[src/rtl/move_cmd_scheduler_if.sv]
// move_cmd_scheduler_if: key, level and drawer handshake signals around the move command scheduler
interface move_cmd_scheduler_if;
  logic [1:0] mode;
  logic [2:0] level;
  logic keyDrop, keyLeft, keyRight, keyDown, pieceActive;
  logic [3:0] changeblock;
  logic issued, rejected;
  modport master (output mode, level, keyDrop, keyLeft, keyRight, keyDown, pieceActive, input changeblock, issued, rejected);
  modport slave (input mode, level, keyDrop, keyLeft, keyRight, keyDown, pieceActive, output changeblock, issued, rejected);
endinterface

[src/rtl/move_cmd_scheduler.sv]
// move_cmd_scheduler: arbitrates key and gravity moves into drawer commands; MOVE_AUTO_REPEAT_EN adds key auto-repeat
module move_cmd_scheduler #(
  parameter int GRAV_W = 26,
  parameter logic [GRAV_W-1:0] GRAV_PERIOD = 26'd50000000,
  parameter logic [3:0] HOLD = 4'd3
`ifdef MOVE_AUTO_REPEAT_EN
  , parameter logic [23:0] REPEAT_DELAY = 24'd15000000,
  parameter logic [23:0] REPEAT_RATE = 24'd5000000
`endif
) (
  input logic CLOCK_50,
  input logic Resetn,
  move_cmd_scheduler_if.slave bus
);
  typedef enum logic [1:0] {IDLE, READY, ISSUE, BUSY} stateT;
  stateT state;
  logic [3:0] keys, keyQ, rise;
  logic [4:0] pend, sel, pick, set, clr;
  logic [2:0] rep;
  logic [GRAV_W-1:0] gravCnt, period, lastCnt;
  logic [3:0] holdCnt;
  logic play, running, tick, accept, reject;

  function automatic logic [3:0] codeOf(input logic [4:0] m);
    return m[4] ? 4'b0010 : |m[3:2] ? 4'b0101 : m[1] ? 4'b0011 : m[0] ? 4'b0100 : 4'b0001;
  endfunction

`ifdef MOVE_AUTO_REPEAT_EN
  logic [2:0] alone;
  assign alone = {bus.keyDown, bus.keyLeft & ~bus.keyRight, bus.keyRight & ~bus.keyLeft};
  for (genvar i = 0; i < 3; i++) begin : gRep
    logic [23:0] cnt;
    logic started;
    assign rep[i] = alone[i] && cnt == (started ? REPEAT_RATE : REPEAT_DELAY) - 24'd1;
    always_ff @(posedge CLOCK_50 or negedge Resetn)
      if (!Resetn) begin
        cnt <= '0;
        started <= 1'b0;
      end else if (!alone[i]) begin
        cnt <= '0;
        started <= 1'b0;
      end else if (rep[i]) begin
        cnt <= '0;
        started <= 1'b1;
      end else cnt <= cnt + 24'd1;
  end
`else
  assign rep = 3'b000;
`endif

  // pending bit order: {drop, grav, down, left, right}
  always_comb begin
    keys = {bus.keyDrop, bus.keyLeft, bus.keyRight, bus.keyDown};
    rise = keys & ~keyQ;
    play = bus.mode == 2'b01;
    running = state != IDLE;
    period = GRAV_PERIOD >> bus.level;
    lastCnt = period == '0 ? '0 : period - GRAV_W'(1);
    tick = running && gravCnt >= lastCnt;
    set = {rise[3], tick, rise[0] | rep[2], (rise[2] & ~rise[1]) | rep[1], (rise[1] & ~rise[2]) | rep[0]};
    pick = pend[4] ? 5'b10000 : pend[3] ? 5'b01000 : pend[2] ? 5'b00100 : pend[1] ? 5'b00010 : {4'b0000, pend[0]};
    accept = play && state == ISSUE && !bus.pieceActive;
    reject = play && state == ISSUE && bus.pieceActive && holdCnt == 4'd1;
    clr = accept ? (sel[4] ? 5'b11111 : |sel[3:2] ? 5'b01100 : sel) : reject ? sel : 5'b00000;
  end

  assign bus.issued = accept;
  assign bus.rejected = reject;

  always_ff @(posedge CLOCK_50 or negedge Resetn)
    if (!Resetn) begin
      state <= IDLE;
      keyQ <= '0;
      pend <= '0;
      sel <= '0;
      gravCnt <= '0;
      holdCnt <= '0;
      bus.changeblock <= 4'b0000;
    end else begin
      keyQ <= keys;
      if (!play) begin
        state <= IDLE;
        pend <= '0;
        sel <= '0;
        gravCnt <= '0;
        holdCnt <= '0;
        bus.changeblock <= 4'b0000;
      end else begin
        pend <= (pend & ~clr) | set;
        gravCnt <= (accept && |sel[4:2]) || tick ? '0 : running ? gravCnt + GRAV_W'(1) : gravCnt;
        case (state)
          IDLE: begin
            state <= READY;
            bus.changeblock <= 4'b0001;
          end
          READY: if (bus.pieceActive && |pend) begin
            sel <= pick;
            holdCnt <= HOLD;
            state <= ISSUE;
            bus.changeblock <= codeOf(pick);
          end
          ISSUE: begin
            holdCnt <= holdCnt - 4'd1;
            if (accept || reject) begin
              state <= accept ? BUSY : READY;
              bus.changeblock <= 4'b0001;
            end
          end
          BUSY: if (bus.pieceActive) state <= READY;
        endcase
      end
    end
endmodule

[src/flat_wrapper.sv]
// flat-port wrapper written by rule: the top's interface ports become plain ports
module move_cmd_scheduler_flat 
#(
  parameter int GRAV_W = 26,
  parameter logic [GRAV_W-1:0] GRAV_PERIOD = 26'd50000000,
  parameter logic [3:0] HOLD = 4'd3

)
  (CLOCK_50, Resetn, bus_mode, bus_level, bus_keyDrop, bus_keyLeft, bus_keyRight, bus_keyDown, bus_pieceActive, bus_changeblock, bus_issued, bus_rejected);
  move_cmd_scheduler_if bus_i ();
  input logic CLOCK_50;
  input logic Resetn;
  input wire logic [$bits(bus_i.mode)-1:0] bus_mode;
  input wire logic [$bits(bus_i.level)-1:0] bus_level;
  input wire logic [$bits(bus_i.keyDrop)-1:0] bus_keyDrop;
  input wire logic [$bits(bus_i.keyLeft)-1:0] bus_keyLeft;
  input wire logic [$bits(bus_i.keyRight)-1:0] bus_keyRight;
  input wire logic [$bits(bus_i.keyDown)-1:0] bus_keyDown;
  input wire logic [$bits(bus_i.pieceActive)-1:0] bus_pieceActive;
  output wire logic [$bits(bus_i.changeblock)-1:0] bus_changeblock;
  output wire logic [$bits(bus_i.issued)-1:0] bus_issued;
  output wire logic [$bits(bus_i.rejected)-1:0] bus_rejected;
  assign bus_i.mode = bus_mode;
  assign bus_i.level = bus_level;
  assign bus_i.keyDrop = bus_keyDrop;
  assign bus_i.keyLeft = bus_keyLeft;
  assign bus_i.keyRight = bus_keyRight;
  assign bus_i.keyDown = bus_keyDown;
  assign bus_i.pieceActive = bus_pieceActive;
  assign bus_changeblock = bus_i.changeblock;
  assign bus_issued = bus_i.issued;
  assign bus_rejected = bus_i.rejected;
  move_cmd_scheduler #(.GRAV_W(GRAV_W), .GRAV_PERIOD(GRAV_PERIOD), .HOLD(HOLD)) u_core (.CLOCK_50(CLOCK_50), .Resetn(Resetn), .bus(bus_i));
endmodule
[config.mk]
export PLATFORM = sky130hd
export DESIGN_NAME = move_cmd_scheduler_flat
export DESIGN_NICKNAME = d
export VERILOG_FILES = /design/src/rtl/move_cmd_scheduler_if.sv /design/src/rtl/move_cmd_scheduler.sv /design/src/flat_wrapper.sv
export SDC_FILE = /design/constraint.sdc
export NUM_CORES = 1
export LEC_CHECK = 0
export ABC_AREA = 1
export CAP_MARGIN = 0
export CORE_AREA = 2 2 110 112
export CTS_BUF_LIST = sky130_fd_sc_hd__clkbuf_4
export CTS_CLUSTER_DIAMETER = 80
export DETAILED_ROUTE_END_ITERATION = 6
export DIE_AREA = 0 0 112 114
export GPL_TIMING_DRIVEN = 0
export SYNTH_ARGS = -nofsm -noshare
export SYNTH_HDL_FRONTEND = slang
export SYNTH_SLANG_ARGS = --single-unit
[constraint.sdc]
create_clock -name CLOCK_50 -period 3.5 [get_ports CLOCK_50]
set_input_delay 0.7 -clock CLOCK_50 [delete_from_list [all_inputs] [get_ports CLOCK_50]]
set_output_delay 0.7 -clock CLOCK_50 [all_outputs]
set_load 0.05 [all_outputs]
==> summary.md, run 1 <==
| Metric | Value |
|---|---|
| Overall routing resource usage | `16.83%` |
| Clk slew on worst S/H paths | `0.14 ns` |
| Setup Viol. Count Final | `0` |
| CP Class | `primary input to flip-flop` |
| Slew @ Worst Pin | `0.5189 ns` |
| CTS Buffer Depth | `2` |
| Worst hold path type | `primary input to async pin` |
| Setup TNS | `0 ns` |
| Via count of the first global-routing pass | `3,776` |
| Most common cell after layout, fill and taps aside | `nand2_1` |
| CTS sink cnt | `49` |
| WL met2 | `4.970 mm` |
| Pin count of the biggest net entering global routing | `39` |
| Outcome | `complete, no violations` |
| Max Cap Viol | `0` |
| Register area share after synthesis | `30.83%` |
| NetSw | `298.6 µW` |
| Slowest-stage cell, CP | `clkdlybuf4s50_1` |
| Fin. Hold Viols | `0` |
| Crit path DAT | `3.46 ns` |
| Htree depth | `2` |
| Avg Cell Area, Syn | `6.966 µm²` |
| Final core area utilization | `37.50%` |
| Gate power share | `17.0%` |
| CTS tree | `built` |
| DRC viols | `0` |
| Initial core utilization | `33.96%` |
| CTS buffer count | `5` |
| Layout Nets | `640` |
| Setup ws final | `0.2959 ns` |
| Clock power frac | `24.8%` |
| Flop pwr share | `58.2%` |
| RSZ-0062 raised after global routing | `false` |
| Worst EP required | `3.75 ns` |
| # diodes | `0` |
| Fmax | `312.1 MHz` |
| Worst skew pair latency | `0.36 ns` |
| Worst r2r src | `u_core.gravCnt[23]$_DFFE_PN0P_` |
| Min Tclk post-route | `3.204 ns` |
| Die outline height | `114 µm` |
| Pwr dens | `229.4 nW/µm²` |
| Clk root buf | `clkbuf_4` |
| Crit-path cells | `clkdlybuf4s50_1, nand2_1, inv_1, nor2_1, inv_1, nor2_1, nor2_1, ha_1, nand2_1, nor2_1, nand4_1, nor2_1, nand2_1, nand3_1, nand2_2, buf_2, nand4_1, nand2_1` |
| Post-CTS Setup Repair Bufs | `0` |
| GRT overflow | `0` |
| Most common cell on crit path | `nor2_1` |
| Layout area overhead | `10.41%` |
| Slew HR | `65.04%` |
| Post-DP HPWL | `8.119 mm` |
| Cell variety after synth | `45` |
| Internal power | `708.7 µW` |
| Syn nets | `616` |
| Die area | `12,770 µm²` |
| WL met3 | `339 µm` |
| Final total power | `1.007 mW` |
| DP Cell Count | `735` |
| Fillers | `1,275` |
| First-iteration detailed-routing DRC count | `221` |
| GP Congestion | `0.8902` |
| Crit. End Element | `flip-flop` |
| Crit share post-route | `91.55%` |
| Wire length per cell | `13.75 µm` |
| Total number of vias | `3,730` |
| Cell family with most CP delay | `simple AND/OR/NAND/NOR gates` |
| Worst path bufs/invs | `4` |
| Worst reg-to-reg setup slack | `1.26 ns` |
| CP max stage delay | `0.52 ns` |
| Share of cells above drive strength 1 | `8.054%` |
| Largest fanout on the critical path | `10` |
| Max Used Layer | `met4` |
| I/O Buffers | `16` |
| Sw frac | `29.64%` |
| Vias/cell | `5.020` |
| Peak VDD IR | `0.1692 mV` |
| Post-Layout Cell Count | `743` |
| FP Rows | `40` |
| Die W | `112 µm` |
| DRT met1 WL | `4.608 mm` |
| Synth warnings | `0` |
| Post-synthesis cell count | `571` |
| Total core area | `11,710 µm²` |
| CP Launch Type | `primary input` |
| Initial DRT Pass Iterations | `7` |
| Routed WL | `10.22 mm` |
| Initial antenna violation count | `0` |
| I/O pins | `18` |
| Syn Std Cell Area | `3978 µm²` |
| R2r endpoint | `u_core.gravCnt[12]$_DFFE_PN0P_` |
| First-pass GRT wire length | `17.60 mm` |
| Yosys reg bits | `49` |
| Antenna Violating Nets Remaining | `0` |
| Pre-CTS setup slack | `-0.05625 ns` |
| Pins Over Slew Limit | `0` |
| Leakage | `2.273 nW` |
| Commonest non-fill, non-tap cells in the layout | `nand2_1 (177), inv_1 (75), nor2_1 (57)` |
| Final worst clock skew | `0.01145 ns` |
| Cells on worst reg2reg path | `11` |
## cells in the mapped netlist (all sizes together)
cell type	instances	area, µm²
o22ai	2	12.51
nor2	65	297.8
a211oi	1	7.510
a21o	3	22.52
o21bai	2	18.77
conb	1	3.750
buf	10	76.32
xnor2	2	17.52
clkbuf	3	11.26
or2	1	6.260
dfrtp	49	1226
nand4	35	219.0
o221ai	2	17.52
o211a	1	10.01
clkinv	1	3.750
a21oi	18	93.84
nand2	182	695.7
o32ai	2	17.52
o21ai	17	92.59
nor3b	1	12.51
o211ai	3	22.52
xor2	10	87.58
a31oi	4	25.02
nor3	13	97.59
nand3	26	147.7
ha	33	412.9
nand3b	1	7.510
inv	82	307.8
nor4	1	6.260
## power by group through the flow
stage	clock network (mW)	registers (mW)	logic, mW
after floorplan	0	0.600	0.103
after global placement	0	0.596	0.164
after detailed placement	0	0.597	0.172
after CTS	0.272	0.586	0.173
after global routing	0.291	0.588	0.195
final	0.250	0.586	0.171
## final cells by class
type	count	area [µm²]	share of cell area, %
buffer	13	87.58	1.994
clock buffer	5	37.54	0.8547
clock inverter	3	12.51	0.2849
inverter	83	311.5	7.094
multi-input combinational	426	2352	53.56
sequential	49	1226	27.92
tap	147	183.9	4.188
timing repair buffer	17	180.2	4.103
## what timing repair did
item                                    CTS  global route
endpoints found under the setup margin    0             2
endpoints found under the hold margin     0             0
resized for setup                         0             2
hold buffers                              0             0
## worst reg2reg max path: stages (launching register included)
cell and delay, ns:
dfrtp_1 0.48, ha_1 0.36, a21oi_1 0.16, nor2_1 0.05, nor2_1 0.09, nand2_1 0.09
a21oi_1 0.12, nand3_1 0.15, nand2_2 0.20, buf_2 0.26, nand4_1 0.13, nand2_1 0.09
## through the flow
stage,hold WS (ns),area [µm²]
final,0.2042,4392
after global routing,0.1885,4392
after CTS,0.1930,4387
after detailed placement,0.4800,4337
after global placement,0.4787,4322
after floorplan,0.4044,3978
## flip-flops by register name, indices dropped and copies added (netlist names)
signal and cells:
u_core.holdCnt 4, u_core.pend 5, u_core.bus.changeblock 3, u_core.state 2, u_core.keyQ 4, u_core.sel 5, u_core.gravCnt 26
## cells by family after synthesis
logic type / count (synthesis) / synth area share (%)
xor+xnor: 12 / 2.642
fa+ha+maj: 33 / 10.38
simple gates: 325 / 37.47
flops: 49 / 30.83
other cells: 1 / 0.09428
compound gates: 55 / 8.556
buf+inv: 96 / 10.03
## layer usage
layer,vias up,track usage [%]
met3,26,1.807
met5,-,0
met4,0,6.667
li1,1900,-
met2,83,29.98
met1,1721,20.98
## worst max-delay path by stage
stage | startpoint | endpoint | slack, ns | cells after the start
floorplan | bus_mode[0] | bus_rejected | 0.74 | 4
global placement | bus_level[2] | u_core.gravCnt[16]$_DFFE_PN0P_ | -0.04 | 17
detailed placement | bus_level[2] | u_core.gravCnt[16]$_DFFE_PN0P_ | -0.06 | 18
CTS | bus_pieceActive | bus_rejected | 0.03 | 4
global route | bus_level[2] | u_core.gravCnt[16]$_DFFE_PN0P_ | 0.01 | 18
finish | bus_level[2] | u_core.gravCnt[12]$_DFFE_PN0P_ | 0.30 | 18
No activity file was read; power rests on OpenSTA's default activity.
==> run 2: changes to the inputs <==
--- a/config.mk
+++ b/config.mk
@@ -12,7 +12,6 @@
 export CTS_CLUSTER_DIAMETER = 80
 export DETAILED_ROUTE_END_ITERATION = 6
 export DIE_AREA = 0 0 112 114
-export GPL_TIMING_DRIVEN = 0
 export SYNTH_ARGS = -nofsm -noshare
 export SYNTH_HDL_FRONTEND = slang
 export SYNTH_SLANG_ARGS = --single-unit
==> run 2 against run 1 <==
  * Sequential power barely moved
  * Setup slack gained 0.19 ns
  * Clock power increased by 36%
  * Core utilization down 0.12 points
  * Clock-buffer cell count unchanged
  * Global-route usage down 0.30 points
  * Register-to-register slack improved by 0.15 ns
  * Cell area shrank 0.31%
  * Via count is 0.56% lower
  * Largest cell class unchanged
==> summary.md, run 2 (same netlist as run 1, synthesis figures left out) <==
| Metric | Value |
|---|---|
| Largest fanout on the critical path | `6 (-4)` |
| I/O pins | `18 (unchanged)` |
| CTS buffer count | `5 (unchanged)` |
| Flop pwr share | `53.9% (-4.3 points)` |
| Top Registers | `u_core.gravCnt x26, u_core.pend x5, u_core.sel x5` |
| Met3 usage | `2.072% (+0.27 points)` |
| Setup ws final | `0.4885 ns (+0.1926 ns)` |
| Crit-path cells | `clkdlybuf4s50_1, inv_1, nor3_1, buf_12` |
| Post-CTS Hold Buffers | `0 (unchanged)` |
| Slew HR | `53.83% (-11 points)` |
| CTS tree | `built` |
| Slowest-stage cell, CP | `clkdlybuf4s50_1` |
| Pre-CTS setup slack | `0.1734 ns (+0.2296 ns)` |
| I/O Buffers | `16 (unchanged)` |
| Post-CTS Resized | `0 (unchanged)` |
| Die area | `12,770 µm² (unchanged)` |
| Pwr dens | `248.3 nW/µm² (+8.3%)` |
| Die W | `112 µm (unchanged)` |
| Worst skew pair latency | `0.38 ns (+0.02 ns)` |
| # diodes | `0 (unchanged)` |
| Antenna Violating Nets Remaining | `0 (unchanged)` |
| Overall routing resource usage | `16.53% (-0.30 points)` |
| CTS Buffer Depth | `2 (unchanged)` |
| Crit path DAT | `2.31 ns (-1.15 ns)` |
| Vias/cell | `5.053 (+0.66%)` |
| Min Tclk post-route | `3.011 ns (-0.1926 ns)` |
| CP max stage delay | `0.68 ns (+0.16 ns)` |
| Die outline height | `114 µm (unchanged)` |
| Leakage | `2.231 nW (-1.9%)` |
| CP Launch Type | `primary input` |
| Pin count of the biggest net entering global routing | `31 (-21%)` |
| Total number of vias | `3,709 (-0.56%)` |
| Worst EP required | `2.80 ns (-0.95 ns)` |
| Initial core utilization | `33.96% (unchanged)` |
| GP Congestion | `0.8871 (-0.35%)` |
| Crit share post-route | `86.04% (-5.5 points)` |
| Setup TNS | `0 ns (unchanged)` |
| Post-DP HPWL | `7.566 mm (-6.8%)` |
| CP Class | `primary input to output pin` |
| Routed WL | `9.881 mm (-3.3%)` |
| Share of cells above drive strength 1 | `7.836% (-0.22 points)` |
| Initial DRT Pass Iterations | `4 (-3)` |
| Initial antenna violation count | `0 (unchanged)` |
| Most common cell after layout, fill and taps aside | `nand2_1` |
| Crit. End Element | `output pin` |
| Commonest non-fill, non-tap cells in the layout | `nand2_1 (177), inv_1 (75), nor2_1 (57)` |
| FP Rows | `40 (unchanged)` |
| Outcome | `complete, no violations` |
| Via count of the first global-routing pass | `3,738 (-1.0%)` |
| Fmax | `332.1 MHz (+6.4%)` |
| Gate power share | `14.9% (-2.1 points)` |
| Met2 usage | `29.13% (-0.85 points)` |
| Clock power frac | `31.2% (+6.4 points)` |
| Sw frac | `28.48% (-1.2 points)` |
| Most Crowded Layer GR | `met2` |
| First-iteration detailed-routing DRC count | `301 (+36%)` |
| Layout Nets | `631 (-1.4%)` |
| Clk root buf | `clkbuf_4` |
| Layout area overhead | `10.07%` |
| Htree depth | `2 (unchanged)` |
| Setup Viol. Count Final | `0 (unchanged)` |
| CTS sink cnt | `49 (unchanged)` |
| Peak VDD IR | `0.1726 mV (+2.0%)` |
| RSZ-0062 raised after global routing | `false` |
| Wire length per cell | `13.46 µm (-2.1%)` |
| Total core area | `11,710 µm² (unchanged)` |
| Number of flip-flops in the largest register | `26 (unchanged)` |
| NetSw | `309.6 µW (+3.7%)` |
| GRT met1 Usage | `21.36% (+0.37 points)` |
| Final worst clock skew | `0.02191 ns (+0.01046 ns)` |
| Max Cap Viol | `0 (unchanged)` |
| Biggest register | `u_core.gravCnt` |
| Pins Over Slew Limit | `0 (unchanged)` |
| GRT overflow | `0 (unchanged)` |
| Post-CTS Setup Repair Bufs | `0 (unchanged)` |
| Clk slew on worst S/H paths | `0.16 ns (+0.02 ns)` |
| DRC viols | `0 (unchanged)` |
| First-pass GRT wire length | `17.42 mm (-1.0%)` |
| Fin. Hold Viols | `0 (unchanged)` |
| Slew @ Worst Pin | `0.6926 ns (+0.1737 ns)` |
| Internal power | `777.6 µW (+9.7%)` |
| Worst hold path type | `primary input to async pin` |
run 2: changes by cell type in the layout (fill, tap and decap cells not counted), sizes merged:
| cell | previous run | this run |
|---|---|---|
| clkinv | 4 | 2 |
| clkinvlp | 0 | 1 |
| buf | 12 | 8 |
| clkbuf | 8 | 5 |
| bufinv | 0 | 1 |
| dlymetal6s2s | 2 | 0 |
run 2: layout make-up:
cell class              instances  area, µm²
multi-input cells             426       2352
well taps                     147      183.9
repair buffers                 21      225.2
inverters                      83      311.5
clock inverters                 3      41.29
clock buffers                   5      37.54
fillers                      1248       7333
flip-flops and latches         49       1226
run 2: per-stage QoR:
| step | instance area, µm² | total power [mW] | cells | utilization, % | hold slack, ns |
|---|---|---|---|---|---|
| floorplan | 3978 | 0.7034 | 571 | - | 0.4044 |
| global placement | 4299 | 0.7555 | 726 | 36.71 | 0.4802 |
| detailed placement | 4299 | 0.7603 | 726 | 36.71 | 0.4779 |
| CTS | 4378 | 1.108 | 734 | 37.38 | 0.3512 |
| global route | 4378 | 1.152 | 734 | 37.38 | 0.3787 |
| finish | 4378 | 1.087 | 734 | 37.38 | 0.3435 |
run 2: path summary, 6_finish.rpt:
check	from	to	slack, ns	cells past startpoint
min in group CLOCK_50	u_core.keyQ[0]$_DFF_PN0_	u_core.pend[2]$_DFF_PN0_	0.51	3
worst max-delay path	bus_pieceActive	bus_rejected	0.49	4
worst max register to register	u_core.state[0]$_DFFE_PN0P_	u_core.gravCnt[7]$_DFFE_PN0P_	1.41	9
worst min-delay path	Resetn	u_core.pend[3]$_DFF_PN0_	0.34	1
max in group asynchronous	Resetn	u_core.state[0]$_DFFE_PN0P_	2.41	2
worst min register to register	u_core.keyQ[0]$_DFF_PN0_	u_core.pend[2]$_DFF_PN0_	0.51	3
run 2: critical path: cells and delay by family:
kind                   cells  cell delay, ns
and+or+nand+nor            1            0.58
buffers and inverters      3            1.04
run 2: metal layers:
| layer | wire [µm] | part of all wire, % |
|---|---|---|
| met1 | 4478 | 45 |
| met4 | 213 | 2.2 |
| met5 | 0 | 0 |
| met2 | 4829 | 49 |
| met3 | 360 | 3.6 |
run 2: power by group through the flow:
stage,clock network [mW],registers [mW],logic [mW]
after floorplan,0,0.600,0.103
after global placement,0,0.597,0.159
after detailed placement,0,0.597,0.163
after CTS,0.358,0.586,0.164
after global routing,0.379,0.589,0.185
final,0.339,0.586,0.162
